===== config.mk =====
export PLATFORM = sky130hd
export DESIGN_NAME = light_lamp_driver
export DESIGN_NICKNAME = d
export VERILOG_FILES = /design/src/rtl/light_lamp_driver.sv
export SDC_FILE = /design/constraint.sdc
export NUM_CORES = 1
export LEC_CHECK = 0
export ABC_AREA = 1
export BUFFER_PORTS_ARGS = -buffer_cell sky130_fd_sc_hd__buf_2
export CAP_MARGIN = 10
export CORE_MARGIN = 2
export CORE_UTILIZATION = 58
export CTS_BUF_LIST = sky130_fd_sc_hd__clkbuf_8 sky130_fd_sc_hd__clkbuf_16
export CTS_CLUSTER_DIAMETER = 30
export DETAILED_ROUTE_END_ITERATION = 12
export PLACE_DENSITY = 0.83
export REMOVE_ABC_BUFFERS = 1
export SLEW_MARGIN = 20
export SYNTH_ARGS = -nofsm -noshare
export SYNTH_HDL_FRONTEND = slang
export SYNTH_SLANG_ARGS = --single-unit

===== constraint.sdc =====
create_clock -name clock -period 1.9 [get_ports clock]
set_input_delay 0.19 -clock clock [delete_from_list [all_inputs] [get_ports clock]]
set_output_delay 0.19 -clock clock [all_outputs]
set_load 0.02 [all_outputs]

===== src/rtl/light_lamp_driver.sv =====
// rtl/light_lamp_driver.sv - traffic-light lamp driver with stability filter, legality check and fault flash
module light_lamp_driver #(
    parameter int STABLE     = 1,
    parameter int FLASH_HALF = 4,
    parameter int CNT_W      = 8
) (
    input  logic             clock,
    input  logic             reset,
    input  logic [2:0]       light,
    input  logic             clear_fault,
    output logic             lamp_r,
    output logic             lamp_g,
    output logic             lamp_y,
    output logic             fault,
    output logic             change,
    output logic [CNT_W-1:0] dwell
);

    localparam int SW = $clog2(STABLE + 1);
    localparam int FW = (FLASH_HALF > 1) ? $clog2(FLASH_HALF) : 1;
    localparam logic [SW-1:0] STABLE_C   = SW'(STABLE);
    localparam logic [FW-1:0] FLASH_LAST = FW'(FLASH_HALF - 1);

    localparam logic [2:0] C_RED = 3'd0;
    localparam logic [2:0] C_GRN = 3'd1;
    localparam logic [2:0] C_YEL = 3'd2;

    typedef enum logic [1:0] {
        S_INIT,
        S_RUN,
        S_FAULT
    } state_t;

    state_t           state, state_n;
    logic [2:0]       acc, acc_n;
    logic [2:0]       cand, cand_n;
    logic [SW-1:0]    cnt, cnt_n;
    logic [FW-1:0]    flash_cnt, flash_cnt_n;
    logic             lamp_r_n, lamp_g_n, lamp_y_n, fault_n, change_n;
    logic [CNT_W-1:0] dwell_n, dwell_inc;
    logic             qual, code_valid;
    logic [2:0]       succ;

    always_ff @(posedge clock or negedge reset) begin
        if (!reset) begin
            state     <= S_INIT;
            acc       <= C_RED;
            cand      <= C_RED;
            cnt       <= '0;
            flash_cnt <= '0;
            lamp_r    <= 1'b1;
            lamp_g    <= 1'b0;
            lamp_y    <= 1'b0;
            fault     <= 1'b0;
            change    <= 1'b0;
            dwell     <= '0;
        end else begin
            state     <= state_n;
            acc       <= acc_n;
            cand      <= cand_n;
            cnt       <= cnt_n;
            flash_cnt <= flash_cnt_n;
            lamp_r    <= lamp_r_n;
            lamp_g    <= lamp_g_n;
            lamp_y    <= lamp_y_n;
            fault     <= fault_n;
            change    <= change_n;
            dwell     <= dwell_n;
        end
    end

    always_comb begin
        state_n     = state;
        acc_n       = acc;
        cand_n      = cand;
        cnt_n       = cnt;
        flash_cnt_n = flash_cnt;
        lamp_r_n    = lamp_r;
        lamp_g_n    = lamp_g;
        lamp_y_n    = lamp_y;
        fault_n     = fault;
        change_n    = 1'b0;
        dwell_n     = dwell;

        // Stability filter runs every edge; the qualified code is cand_n.
        if (light == cand) begin
            cnt_n = (cnt == STABLE_C) ? cnt : cnt + SW'(1);
        end else begin
            cand_n = light;
            cnt_n  = SW'(1);
        end
        qual       = (cnt_n == STABLE_C) && (cand_n != acc);
        code_valid = (cand_n <= C_YEL);
        dwell_inc  = (&dwell) ? dwell : dwell + CNT_W'(1);

        case (acc)
            C_RED:   succ = C_GRN;
            C_GRN:   succ = C_YEL;
            default: succ = C_RED;
        endcase

        case (state)
            S_INIT, S_RUN: begin
                dwell_n = dwell_inc;
                if (qual) begin
                    if ((state == S_INIT) ? code_valid : (cand_n == succ)) begin
                        state_n  = S_RUN;
                        acc_n    = cand_n;
                        lamp_r_n = (cand_n == C_RED);
                        lamp_g_n = (cand_n == C_GRN);
                        lamp_y_n = (cand_n == C_YEL);
                        change_n = 1'b1;
                        dwell_n  = '0;
                    end else begin
                        state_n     = S_FAULT;
                        lamp_r_n    = 1'b0;
                        lamp_g_n    = 1'b0;
                        lamp_y_n    = 1'b1;
                        fault_n     = 1'b1;
                        dwell_n     = '0;
                        flash_cnt_n = '0;
                    end
                end
            end
            S_FAULT: begin
                dwell_n = '0;
                if (clear_fault) begin
                    // Full return to reset values, filter included; any code this edge is dropped.
                    state_n     = S_INIT;
                    acc_n       = C_RED;
                    cand_n      = C_RED;
                    cnt_n       = '0;
                    flash_cnt_n = '0;
                    lamp_r_n    = 1'b1;
                    lamp_g_n    = 1'b0;
                    lamp_y_n    = 1'b0;
                    fault_n     = 1'b0;
                end else if (flash_cnt == FLASH_LAST) begin
                    flash_cnt_n = '0;
                    lamp_y_n    = ~lamp_y;
                end else begin
                    flash_cnt_n = flash_cnt + FW'(1);
                end
            end
            default: begin
                state_n = S_INIT;
            end
        endcase
    end

endmodule


==> impl_metrics.py, run 1 <==
metrics = {
    "outcome": {
        "status": "finished clean",
    },
    "sta": {
        "max-slew-margin-rel": 0.701,
        "rsz0062_at_grt": "false",
        "setup_viol": 0,
        "min_period_ns": 1.44,
        "fin_tns_setup_ns": 0,
        "setup_slack_ns": 0.461,
        "slew_viol_final": 0,
        "max_freq_ghz": 0.695,
        "fin_crit_sh": 0.757,
        "hold_viol": 0,
        "worstMarginPinSlew_ns": 0.448,
        "skew_ns": 0.00354,
    },
    "critical_path": {
        "crit_path_end_kind": "register",
        "required_ns": 2.10,
        "crit_path_start_kind": "register",
        "timing.rr.start": "dwell[0]",
        "ff2ff_path_depth": 7,
        "r2r_slack_ns": 0.46,
        "path_max_fanout": 5,
        "path_class": "reg -> reg",
        "cp.arrival_ns": 1.63,
        "cp-startpoint": "dwell[0]",
        "r2r_end": "dwell[0]",
    },
    "cts": {
        "cts_tree": "built",
        "ctsHoldBuffers": 1,
        "htreeDepth": 1,
        "cts_setup_buffers": 0,
        "clkTransAtPathRegs_ns": 0.08,
        "clkLatencyLatePin_ns": 0.26,
        "clock_path_buffers": 2,
        "cts_buffers": 3,
        "cts_sinks": 20,
        "cts_root_buf": "clkbuf_8",
        "post_cts_resize_count": 0,
    },
    "final_layout": {
        "fin_util": 0.706,
        "antenna_cells": 0,
        "area_growth_pct": 16.2,
        "layout.cells.non_filler": 204,
        "nNetsFinal": 186,
        "drive_gt1_frac": 0.271,
    },
    "pwr": {
        "total_power_mw": 1.64,
        "p_per_area_nw_per_um2": 1210,
        "peakVddDrop_v": 0.000840,
        "leakage_nw": 0.737,
    },
    "global_routing": {
        "gr-usage-all-layers": 0.228,
        "grt.overflow.total": 0,
        "grt_pass1_vias": 1031,
        "grt_pass1_wl_um": 4250,
        "grt_max_degree": 21,
        "grt_antenna_before_repair": 0,
    },
    "synthesis": {
        "yosys_warnings": 0,
        "yosys.area.top_type_share": 0.407,
        "yosysSeqAreaShare": 0.430,
        "synth_edf_count": 0,
        "synthArstFlopShare": 1.00,
        "syn_area_per_cell_um2": 7.58,
        "synth_top_cell_by_area": "dfrtp_1",
        "synthTopCellsByArea": "dfrtp_1 41%, nand2_1 15%, nand3_1 5.6%, inv_1 5.5%, nor2_1 4.2%",
        "ys_ff_latch": 20,
        "synth_area_um2": 1170,
        "synthFlopType": "dfrtp_1",
        "yosysUniqueCellTypes": 24,
        "synthCells": 154,
    },
    "placement": {
        "dp.cells": 199,
        "place_worst_setup_slack_ns": 0.460,
        "place_hpwl_um": 1760,
        "gp_congestion": 0.850,
        "io_buffers": 18,
    },
    "detailed_routing": {
        "routed_via_density": 5.24,
        "drt_iter0_drc": 15,
        "remaining_drc_errors": 0,
        "ant_nets": 0,
        "vias": 1068,
        "drt-total-wl_um": 2420,
        "first_pass_iters": 4,
        "post_drt_wl_per_cell_um": 11.9,
    },
    "floorplanning": {
        "start_util": 0.607,
        "row_count": 16,
        "die-area_um2": 2390,
        "die_height_um": 48.9,
        "die_w_um": 48.9,
        "ios": 19,
        "core-area_um2": 1920,
    },
    "worst_hold_path": {
        "min_path_type": "in -> reg",
        "worstHoldPathCells": 4,
        "hold_path_end": "flash_cnt[1]",
        "min_from": "clear_fault",
    },
    "run": {
        "max_cap_viol_count": 0,
    },
}
==> through the flow <==
| step | hold WS [ns] | cell area [um^2] |
|---|---|---|
| floorplan | -0.106 | 1170 |
| finish | 0.176 | 1360 |
| detailed placement | 0.164 | 1290 |
| CTS | 0.182 | 1360 |
| global placement | 0.160 | 1290 |
| global route | 0.199 | 1360 |
==> worst max-delay path, stage by stage (launching register included) <==
cell     delay (ns)
dfrtp_1        0.39
ha_1           0.20
nand2_1        0.06
nor2_1         0.14
nand2_1        0.14
o21ai_4        0.24
nand2_4        0.10
o21ai_2        0.11
==> registers in the layout, indices dropped and copies added, names as in the netlist <==
name / cells
dwell: 8
fault: 1
lamp_g: 1
lamp_y: 1
lamp_r: 1
state: 2
flash_cnt: 2
acc: 3
change: 1
==> cell usage after synthesis, types with 2 or more instances <==
cell type and n:
a21oi_1 4, inv_1 17, nor2_4 2, nand3_1 13, nor2_1 13, o21ai_2 4
ha_1 2, nand3_2 2, nand2_2 7, nand2_1 47, o21ai_0 5, inv_2 5
dfrtp_1 19, nor2_2 2, nand4_1 3
==> layout by cell type (no fill, tap or decap), drive strengths merged, types with 2 or more instances in the layout <==
cell type	instances
nand2	55
clkbuf	4
nor2	17
o21ai	10
inv	22
nand4	3
buf	18
nand3	15
ha	2
a21oi	4
dfrtp	19
==> cell families after synthesis <==
kind of cell / after synthesis / share of synthesized area
AO/OA/AOI/OAI: 16 / 0.0943
XOR/XNOR: 2 / 0.0150
adder cells (fa/ha/maj): 2 / 0.0214
buffers and inverters: 22 / 0.0707
flip-flops: 20 / 0.430
AND/OR/NAND/NOR: 92 / 0.369
==> how the worst max path moves through the flow <==
| stage | end | slack [ns] | cells after the start |
|---|---|---|---|
| floorplan | dwell[0] | 0.45 | 7 |
| global placement | dwell[1] | 0.55 | 7 |
| detailed placement | dwell[0] | 0.46 | 7 |
| CTS | dwell[0] | 0.44 | 7 |
| global route | dwell[6] | 0.24 | 9 |
| finish | dwell[0] | 0.46 | 7 |
==> per-layer routing <==
layer | vias up | global-route usage | part of all wire
li1 | 532 | - | -
met3 | 7 | 0.0276 | 0.028
met5 | - | 0 | 0
met4 | 0 | 0.0952 | 0.020
met1 | 497 | 0.273 | 0.45
met2 | 32 | 0.413 | 0.50
==> cell type report <==
class	count	area (um^2)
multi-input cells	112	583
fillers	168	566
well taps	27	33.8
inverters	22	82.6
clock buffers	4	55.1
flip-flops and latches	20	502
repair buffers	19	100
==> where the power goes <==
| group | leakage, nW | switching [mW] | total (mW) | internal, mW |
|---|---|---|---|---|
| sequential | 0.265 | 0.0701 | 0.605 | 0.535 |
| combinational | 0.443 | 0.487 | 0.706 | 0.219 |
| clock | 0.0288 | 0.144 | 0.329 | 0.185 |
| total | 0.737 | 0.701 | 1.64 | 0.938 |
No activity file was read; power rests on OpenSTA's default activity.
==> run 2: changes to the inputs <==
--- a/config.mk
+++ b/config.mk
@@ -9,11 +9,11 @@
 export BUFFER_PORTS_ARGS = -buffer_cell sky130_fd_sc_hd__buf_2
 export CAP_MARGIN = 10
 export CORE_MARGIN = 2
-export CORE_UTILIZATION = 58
+export CORE_UTILIZATION = 54
 export CTS_BUF_LIST = sky130_fd_sc_hd__clkbuf_8 sky130_fd_sc_hd__clkbuf_16
 export CTS_CLUSTER_DIAMETER = 30
 export DETAILED_ROUTE_END_ITERATION = 12
-export PLACE_DENSITY = 0.83
+export PLACE_DENSITY = 0.78
 export REMOVE_ABC_BUFFERS = 1
 export SLEW_MARGIN = 20
 export SYNTH_ARGS = -nofsm -noshare
==> constraint.sdc (replaced) <==
create_clock -name clock -period 1.4 [get_ports clock]
set_input_delay 0.14 -clock clock [delete_from_list [all_inputs] [get_ports clock]]
set_output_delay 0.14 -clock clock [all_outputs]
set_load 0.02 [all_outputs]
==> impl_metrics.py, run 2 (synthesized netlist as in run 1, its figures left out) <==
metrics = {
    "outcome": {
        "status": "finished clean",
    },
    "pwr": {
        "peakVddDrop_v": 0.00120,
        "leakage_nw": 0.812,
        "p_int_mw": 1.37,
        "power_frac_clock": 0.184,
        "p_comb_frac": 0.471,
        "share_seq_of_total_power": 0.345,
        "switching_power_mw": 1.01,
        "p_per_area_nw_per_um2": 1590,
        "total_power_mw": 2.38,
        "p_sw_frac": 0.426,
    },
    "sta": {
        "fin_tns_setup_ns": 0,
        "skew_ns": 0.00138,
        "hold_viol": 0,
        "max-slew-margin-rel": 0.688,
        "fin_crit_sh": 0.983,
        "worstMarginPinSlew_ns": 0.468,
        "min_period_ns": 1.38,
        "holdWs_ns": 0.138,
        "setup_viol": 0,
        "max_freq_ghz": 0.726,
        "rsz0062_at_grt": "true",
        "setup_slack_ns": 0.0235,
        "slew_viol_final": 0,
    },
    "critical_path": {
        "r2r_end": "dwell[0]",
        "path_class": "reg -> reg",
        "crit_path_start_kind": "register",
        "max_stage_delay_ns": 0.36,
        "critPathSlowestCell": "dfrtp_1",
        "critPathCapture": "dwell[0]",
        "path_max_fanout": 5,
        "crit_chain": "ha_2 -> nand2_2 -> nor2_4 -> nand2_2 -> o21ai_4 -> nand2_4 -> o21ai_2",
        "required_ns": 1.59,
        "cp.arrival_ns": 1.56,
        "cp-startpoint": "dwell[1]",
        "timing.rr.start": "dwell[1]",
        "ff2ff_path_depth": 7,
        "cp_common_cell": "nand2_2",
        "r2r_slack_ns": 0.02,
        "crit_path_end_kind": "register",
    },
    "floorplanning": {
        "ios": 19,
        "die-area_um2": 2550,
        "start_util": 0.583,
        "die_w_um": 50.5,
        "row_count": 16,
        "core-area_um2": 2000,
        "die_height_um": 50.5,
    },
    "final_layout": {
        "drive_gt1_frac": 0.378,
        "final_cell_mix": "43 x nand2_1, 19 x dfrtp_1, 18 x buf_2",
        "regArea_um2": 502,
        "area_growth_pct": 28.5,
        "largest-register": "dwell",
        "largest_register_ffs": 8,
        "final_common_cell": "nand2_1",
        "multi_input_area_um2": 639,
        "top_regs": "dwell: 8 flops, acc: 3 flops",
        "fillCellCount": 147,
        "antenna_cells": 0,
        "nNetsFinal": 197,
        "layout.cells.non_filler": 215,
    },
    "detailed_routing": {
        "ant_nets": 0,
        "vias": 1121,
        "remaining_drc_errors": 0,
        "post_drt_wl_per_cell_um": 12.7,
        "drt_iter0_drc": 30,
        "routed_via_density": 5.21,
        "first_pass_iters": 5,
        "drt-total-wl_um": 2730,
    },
    "cts": {
        "cts_tree": "built",
        "clock_path_buffers": 2,
        "clkTransAtPathRegs_ns": 0.07,
        "htreeDepth": 1,
        "clkLatencyLatePin_ns": 0.25,
        "cts_sinks": 20,
        "cts_root_buf": "clkbuf_8",
        "cts_buffers": 3,
    },
    "global_routing": {
        "grt_pass1_vias": 1029,
        "grt_pass1_wl_um": 4270,
        "gr-usage-all-layers": 0.220,
        "grt.overflow.total": 0,
        "grt_max_degree": 21,
        "grt_antenna_before_repair": 0,
    },
    "placement": {
        "gp_congestion": 0.847,
        "io_buffers": 18,
        "place_hpwl_um": 1960,
        "place_worst_setup_slack_ns": -0.00808,
        "dp.cells": 205,
    },
    "worst_hold_path": {
        "min_path_type": "in -> reg",
    },
    "run": {
        "max_cap_viol_count": 0,
    },
}
## run 2: area by class of cell
cell class	count	share of cell area
Timing Repair Buffer	30	0.122
Multi-Input combinational cell	112	0.426
Sequential cell	20	0.334
Clock buffer	4	0.0367
Inverter	22	0.0584
Tap cell	27	0.0225
## run 2: critical path, delay by kind of cell, from the launching register on
| kind | cells | cell delay [ns] |
|---|---|---|
| simple gates | 4 | 0.38 |
| fa+ha+maj | 1 | 0.19 |
| flops | 1 | 0.36 |
| compound gates | 2 | 0.38 |
## run 2: power groups by stage
stage,registers [mW],logic [mW],clock network [mW]
5_1_grt,0.842,1.24,0.470
6_report,0.822,1.12,0.439
4_1_cts,0.816,1.04,0.444
2_1_floorplan,0.910,0.637,0
3_5_place_dp,0.824,1.04,0
3_3_place_gp,0.815,0.999,0
## run 2: timing repair
item / CTS / global route
gates resized for setup: 1 / 18
buffers inserted: 0 / 5
hold buffers: 1 / 0
endpoints found under the hold margin: 19 / 0
setup endpoints to repair: 4 / 15
pin swaps: 1 / 4
## run 2: worst min path at each step
stage / end / slack [ns] / cells past startpoint / start
after floorplan: acc[0] / -0.16 / 0 / reset
after global placement: change / 0.11 / 1 / reset
after detailed placement: change / 0.12 / 1 / reset
after CTS: flash_cnt[1] / 0.13 / 4 / clear_fault
after global routing: flash_cnt[1] / 0.16 / 4 / clear_fault
final: flash_cnt[1] / 0.14 / 4 / clear_fault
## run 2: layer usage
metal	vias to the layer above	track usage	share of wire	wire length (um)
met5	-	0	0	0
met4	0	0.0405	0.014	39
met3	6	0.0357	0.041	111
met2	33	0.432	0.53	1450
met1	519	0.248	0.41	1130
li1	563	-	-	-
## run 2: through the flow
step / area [um^2] / utilization
2_1_floorplan: 1170 / -
3_3_place_gp: 1340 / 0.668
3_5_place_dp: 1340 / 0.668
4_1_cts: 1400 / 0.701
5_1_grt: 1500 / 0.749
6_report: 1500 / 0.749
==> run 3: changes to the inputs <==
--- a/config.mk
+++ b/config.mk
@@ -13,7 +13,7 @@
 export CTS_BUF_LIST = sky130_fd_sc_hd__clkbuf_8 sky130_fd_sc_hd__clkbuf_16
 export CTS_CLUSTER_DIAMETER = 30
 export DETAILED_ROUTE_END_ITERATION = 12
-export PLACE_DENSITY = 0.78
+export PLACE_DENSITY = 0.77
 export REMOVE_ABC_BUFFERS = 1
 export SLEW_MARGIN = 20
 export SYNTH_ARGS = -nofsm -noshare
==> constraint.sdc (replaced) <==
create_clock -name clock -period 1.4 [get_ports clock]
set_input_delay 0.28 -clock clock [delete_from_list [all_inputs] [get_ports clock]]
set_output_delay 0.28 -clock clock [all_outputs]
set_load 0.02 [all_outputs]
==> impl_metrics.py, run 3 (synthesized netlist as in run 1, its figures left out) <==
metrics = {
    "pwr": {
        "switching_power_mw": 1.06,
        "leakage_nw": 0.816,
        "peakVddDrop_v": 0.00112,
        "p_comb_frac": 0.510,
        "p_int_mw": 1.37,
        "share_seq_of_total_power": 0.335,
        "p_sw_frac": 0.436,
        "power_frac_clock": 0.155,
        "total_power_mw": 2.44,
        "p_per_area_nw_per_um2": 1580,
    },
    "global_routing": {
        "gr-usage-all-layers": 0.218,
        "grt_pass1_vias": 991,
        "grt_max_degree": 21,
        "grt_pass1_wl_um": 4220,
        "grt.overflow.total": 0,
        "grt_antenna_before_repair": 0,
    },
    "critical_path": {
        "critPathSlowestCell": "dfrtp_1",
        "required_ns": 1.59,
        "crit_path_start_kind": "register",
        "cp_common_cell": "nand2_2",
        "path_class": "reg -> reg",
        "cp.arrival_ns": 1.61,
        "max_stage_delay_ns": 0.38,
        "crit_path_end_kind": "register",
        "path_max_fanout": 5,
        "crit_chain": "ha_2 -> nand2_2 -> nor2_4 -> nand2_2 -> o21ai_4 -> nand2_4 -> o21ai_2",
    },
    "sta": {
        "fin_crit_sh": 1.01,
        "max_freq_ghz": 0.706,
        "setup_viol": 1,
        "rsz0062_at_grt": "true",
        "max-slew-margin-rel": 0.702,
        "slew_viol_final": 0,
        "min_period_ns": 1.42,
        "setup_slack_ns": -0.0173,
        "worstMarginPinSlew_ns": 0.447,
        "holdWs_ns": 0.270,
        "hold_viol": 0,
        "skew_ns": 0.00630,
    },
    "final_layout": {
        "top_regs": "dwell: 8 flops, acc: 3 flops",
        "antenna_cells": 0,
        "final_common_cell": "nand2_1",
        "nNetsFinal": 198,
        "fin_util": 0.770,
        "drive_gt1_frac": 0.444,
        "layout.cells.non_filler": 216,
        "final_cell_mix": "35 x nand2_1, 18 x dfrtp_1, 18 x buf_2",
        "largest_register_ffs": 8,
        "final_cell_area_um2": 1540,
        "area_growth_pct": 32.0,
        "largest-register": "dwell",
    },
    "cts": {
        "cts_root_buf": "clkbuf_8",
        "clock_path_buffers": 2,
        "cts_sinks": 20,
        "cts_buffers": 3,
        "clkLatencyLatePin_ns": 0.26,
        "clkTransAtPathRegs_ns": 0.07,
        "cts_tree": "built",
        "htreeDepth": 1,
    },
    "detailed_routing": {
        "drt-total-wl_um": 2630,
        "ant_nets": 0,
        "vias": 1094,
        "first_pass_iters": 4,
        "drt_iter0_drc": 26,
        "routed_via_density": 5.06,
        "post_drt_wl_per_cell_um": 12.2,
        "remaining_drc_errors": 0,
    },
    "floorplanning": {
        "die-area_um2": 2550,
        "die_height_um": 50.5,
        "start_util": 0.583,
        "ios": 19,
        "die_w_um": 50.5,
        "row_count": 16,
        "core-area_um2": 2000,
    },
    "placement": {
        "gp_congestion": 0.855,
        "dp.cells": 205,
        "io_buffers": 18,
        "placed_area_um2": 1340,
        "place_hpwl_um": 1830,
    },
    "run": {
        "max_cap_viol_count": 0,
    },
    "outcome": {
        "status": "complete, but fails checks",
        "violations": "negative setup slack",
    },
    "worst_hold_path": {
        "min_path_type": "in -> reg",
    },
}
## run 3: power by group through the flow
| stage | clock, mW | combinational, mW | sequential (mW) |
|---|---|---|---|
| floorplan | 0 | 0.637 | 0.910 |
| global placement | 0 | 1.00 | 0.815 |
| detailed placement | 0 | 1.03 | 0.822 |
| CTS | 0.387 | 1.05 | 0.813 |
| global route | 0.417 | 1.38 | 0.826 |
| finish | 0.377 | 1.24 | 0.816 |
## run 3: stage by stage
| step | setup WS [ns] | TNS [ns] |
|---|---|---|
| after global routing | -0.0903 | -0.629 |
| final | -0.0173 | -0.0173 |
| after global placement | 0.0765 | 0 |
| after floorplan | -0.0535 | -0.252 |
| after CTS | 0.00808 | 0 |
| after detailed placement | 0.0140 | 0 |
## run 3: area by class of cell
class,count,area [um^2]
clock inverter,1,3.75
timing repair buffer,31,190
inverter,22,87.6
fill,145,460
tap,27,33.8
clock buffer,3,41.3
multi-input combinational,112,682
sequential,20,503
## run 3: worst max-delay path: cells and delay by family, from the launching register on
kind / cells / cell delay [ns]
flops: 1 / 0.38
simple gates: 4 / 0.38
compound gates: 2 / 0.38
fa+ha+maj: 1 / 0.21
## run 3: final timing paths
| path | depth (start not counted) | startpoint | slack, ns | to |
|---|---|---|---|---|
| max | 7 | dwell[1] | -0.02 | dwell[0] |
| min | 4 | clear_fault | 0.27 | flash_cnt[1] |
| max reg2reg | 7 | dwell[1] | -0.02 | dwell[0] |
| min reg2reg | 2 | fault | 0.48 | fault |
| max in group asynchronous | 2 | reset | 0.56 | lamp_r |
| min in group asynchronous | 2 | reset | 0.49 | dwell[6] |
## run 3: repair_timing
| item | 4_1_cts | 5_1_grt |
|---|---|---|
| endpoints found under the setup margin | 1 | 17 |
| endpoints found under the hold margin | 19 | 0 |
| pin swaps | 1 | 19 |
| hold buffers | 1 | 0 |
| buffers inserted | 0 | 6 |
| cloned | 0 | 0 |
| resized for setup | 0 | 35 |
## run 3: per-layer routing
metal | part of all wire | GRT usage
met5 | 0 | 0
met4 | 0.0087 | 0.0676
met3 | 0.048 | 0.0357
met2 | 0.49 | 0.393
met1 | 0.45 | 0.265
